<file path="config.mk">
export PLATFORM = sky130hd
export DESIGN_NAME = pc_register
export DESIGN_NICKNAME = d
export VERILOG_FILES = /design/src/rtl/pc_register.sv
export SDC_FILE = /design/constraint.sdc
export NUM_CORES = 1
export LEC_CHECK = 0
export BUFFER_PORTS_ARGS = -buffer_cell sky130_fd_sc_hd__buf_2
export CORE_AREA = 8 8 46 84
export CTS_BUF_LIST = sky130_fd_sc_hd__clkbuf_8
export DETAILED_ROUTE_END_ITERATION = 8
export DIE_AREA = 0 0 54 92
export PLACE_DENSITY = 0.75
export SETUP_SLACK_MARGIN = 0.5
export SLEW_MARGIN = 10
export SYNTH_ARGS = -nofsm -noshare
export SYNTH_HDL_FRONTEND = slang
export SYNTH_SLANG_ARGS = --single-unit
</file>
<file path="constraint.sdc">
create_clock -name clk -period 0.88 [get_ports clk]
set_input_delay 0.176 -clock clk [delete_from_list [all_inputs] [get_ports clk]]
set_output_delay 0.176 -clock clk [all_outputs]
set_load 0.005 [all_outputs]
</file>
<file path="src/rtl/pc_register.sv">
// Fetch-stage program-counter register: clear-to-vector, load with optional LSB alignment, hold on stall.
// Optional macro PC_REGISTER_MISALIGN_EN adds a registered 'misaligned' flag for the last loaded address.
module pc_register #(
    parameter int unsigned          WIDTH       = 32,
    parameter logic [WIDTH-1:0]     RESET_VALUE = '0,
    parameter int unsigned          ALIGN_BITS  = 0
) (
    input  logic             clk,
    input  logic             clr,
    input  logic             load,
    input  logic [WIDTH-1:0] pc_in,
    output logic [WIDTH-1:0] pc_out
`ifdef PC_REGISTER_MISALIGN_EN
    ,
    output logic             misaligned
`endif
);

    // Ones in the kept positions, zeros in the ALIGN_BITS low positions.
    localparam logic [WIDTH-1:0] ALIGN_MASK =
        ~((WIDTH'(1) << ALIGN_BITS) - WIDTH'(1));

    // Parameter legality is enforced at elaboration time.
    if (WIDTH < 1) begin : g_bad_width
        $fatal(1, "pc_register: WIDTH must be at least 1");
    end
    if (ALIGN_BITS >= WIDTH) begin : g_bad_align
        $fatal(1, "pc_register: ALIGN_BITS must be in 0..WIDTH-1");
    end
    if ((RESET_VALUE & ~ALIGN_MASK) != '0) begin : g_bad_reset
        $fatal(1, "pc_register: RESET_VALUE low ALIGN_BITS bits must be zero");
    end

    logic [WIDTH-1:0] r_pc = RESET_VALUE;
    logic [WIDTH-1:0] w_pc_aligned;

    assign w_pc_aligned = pc_in & ALIGN_MASK;

    // Clear has priority over load; no load means stall.
    always_ff @(posedge clk) begin
        if (clr) begin
            r_pc <= RESET_VALUE;
        end else if (load) begin
            r_pc <= w_pc_aligned;
        end
    end

    assign pc_out = r_pc;

`ifdef PC_REGISTER_MISALIGN_EN
    logic r_misaligned = 1'b0;
    logic w_low_nonzero;

    // Masked-off bits are identically zero when ALIGN_BITS is 0, so the flag stays low.
    assign w_low_nonzero = |(pc_in & ~ALIGN_MASK);

    always_ff @(posedge clk) begin
        if (clr) begin
            r_misaligned <= 1'b0;
        end else if (load) begin
            r_misaligned <= w_low_nonzero;
        end
    end

    assign misaligned = r_misaligned;
`endif

endmodule

</file>
==> out/metrics.yaml <==
cp_slowest_stage_delay_ns: 0.35
fin_crit_ns: 0.8988
die_area_um2: 4968
rr_worst_depth: 4
finalSetupTns_ns: -0.1219
cts_made_buffers: 5
dr_wl_met2_um: 1777
grt-ovfl-total: 0
worst-path-stages: 1
hold_ws_ns: 0.1346
leakagePower_nw: 0.9927
vias: 1011
grt_pass1_vias: 1047
top_layer_used: "met4"
drt-met1-wl_um: 1184
grt_setup_unrepaired: "true"
final_antenna_net_count: 0
final_core_util: 0.6888
synth_nets: 138
first_iter_violations: 27
cts_sinks: 32
largest_reg_flops: 32
maxCapViolCount: 0
htreeDepth: 2
synth_cell_types: 6
ir_drop_v: 0.001686
die_w_um: 54
hold_buffers: 0
final_hold_viol_count: 0
start_util: 0.4201
syn2layout_area_growth_pct: 63.98
setup_viol: 22
grt_pass1_wl_um: 4705
finClkSkew_ns: 0
drt_pass1_iterations: 4
yosys_warnings: 0
path_cells: "buf_6"
whs_path_depth: 3
start_kind: "register"
die_y_um: 92
viasPerCell: 4.746
synth-seq-cells: 32
row_count: 27
finalNetCount: 218
track_usage: 0.1240
maxSlewHeadroom: 0.8814
drc: 0
violations: "setup timing"
cp_top_family: "flip-flops"
diodes: 0
clk_pin_slew_ns: 0.07
fin_area_um2: 1908
io_buffers: 66
layout_setup_ws_ns: -0.01879
drt-total-wl_um: 3333
critPathSlowestCell: "dfxtp_2"
power_density_nw_per_um2: 1711
cp.required_ns: 0.70
finalCritPeriodShare: 1.021
tritoncts: "yes"
synth.cell_area_um2: 1164
crit_arrival_ns: 0.72
postSynthCellCount: 103
dp_hpwl_um: 2236
pre_cts_slack_ns: -0.03862
antenna_found_initial: 0
gp_congestion: 0.7244
clock_path_buffers: 2
wl_per_cell_um: 15.65
avgSynthCellArea_um2: 11.30
ys_seq_area_frac: 0.5505
root_buffer: "clkbuf_8"
io_pins: 67
outcome: "complete, but fails checks"
hold_class: "in -> reg"
fmaxAchievable_ghz: 1.113
clock_latency_ns: 0.27
wl_met3_um: 347
worstMarginPinSlew_ns: 0.1729
grt_start_max_net_pins: 33
cp_num_buf_inv: 1
cp_max_fo: 2
worstSetupPathType: "reg -> out"
place_area_um2: 1518
endpoint_kind: "output port"
drive_above_1_share: 0.6522
slew_viol_final: 0
core-area_um2: 2770
[layout make-up]
| type | instances | area [um2] |
|---|---|---|
| clock buffers | 6 | 82.58 |
| clock inverters | 2 | 10.01 |
| fillers | 221 | 862.1 |
| multi-input cells | 64 | 440.4 |
| flip-flops and latches | 32 | 680.7 |
| well taps | 29 | 36.28 |
| repair buffers | 80 | 658.1 |
[worst reg2reg max path, delay by kind of cell, from the launching register on]
family,cells,cell delay [ns]
buffers and inverters,2,0.23
flip-flops,1,0.33
AND/OR/NAND/NOR,1,0.05
multiplexers,1,0.14
[synth_stat cells]
master	instances	area (um2)
buf_12	3	60.06
dfxtp_1	32	640.6
mux2i_1	32	320.3
clkbuf_1	3	11.26
buf_6	1	11.26
nor2_1	32	120.1
[path summary, 6_finish.rpt]
check,slack [ns],endpoint,start
worst max-delay path,-0.02,pc_out[30],pc_out[30]$_SDFFE_PP0P_
worst min-delay path,0.13,pc_out[18]$_SDFFE_PP0P_,pc_in[18]
worst max register to register,0.03,pc_out[30]$_SDFFE_PP0P_,pc_out[30]$_SDFFE_PP0P_
worst min register to register,0.48,pc_out[6]$_SDFFE_PP0P_,pc_out[6]$_SDFFE_PP0P_
[report_power, final]
part | internal (mW) | switching [mW]
sequential | 1.55 | 0.0567
clock | 0.623 | 0.497
combinational | 0.335 | 0.199
total | 2.51 | 0.752
[through the flow]
stage | std cells | total power [mW]
after floorplan | 103 | 1.823
after global placement | 195 | 1.992
after detailed placement | 195 | 2.012
after CTS | 207 | 3.211
after global routing | 213 | 3.409
final | 213 | 3.264
[cell usage in the layout (no fill, tap or decap), drive strengths merged]
cell type	count
dfxtp	32
mux2i	32
clkinv	2
nor2	32
buf	79
clkbuf	7
[metal layers]
layer,global-route usage,vias to the layer above
li1,-,495
met2,0.2160,47
met5,0,-
met3,0.05178,2
met4,0.04959,0
met1,0.1207,467
[what timing repair did]
action | CTS | global route
pin swaps | 4 | 7
gates resized for setup | 44 | 18
gates cloned | 0 | 1
buffers inserted | 4 | 5
endpoints found under the setup margin | 64 | 64
[kinds of logic (layout without fill, tap and decap cells)]
logic type / Yosys count / in the layout / synth area share
buffers and inverters: 7 / 88 / 0.07097
and+or+nand+nor: 32 / 32 / 0.1032
muxes: 32 / 32 / 0.2753
DFF: 32 / 32 / 0.5505
No activity file was read; power rests on OpenSTA's default activity.
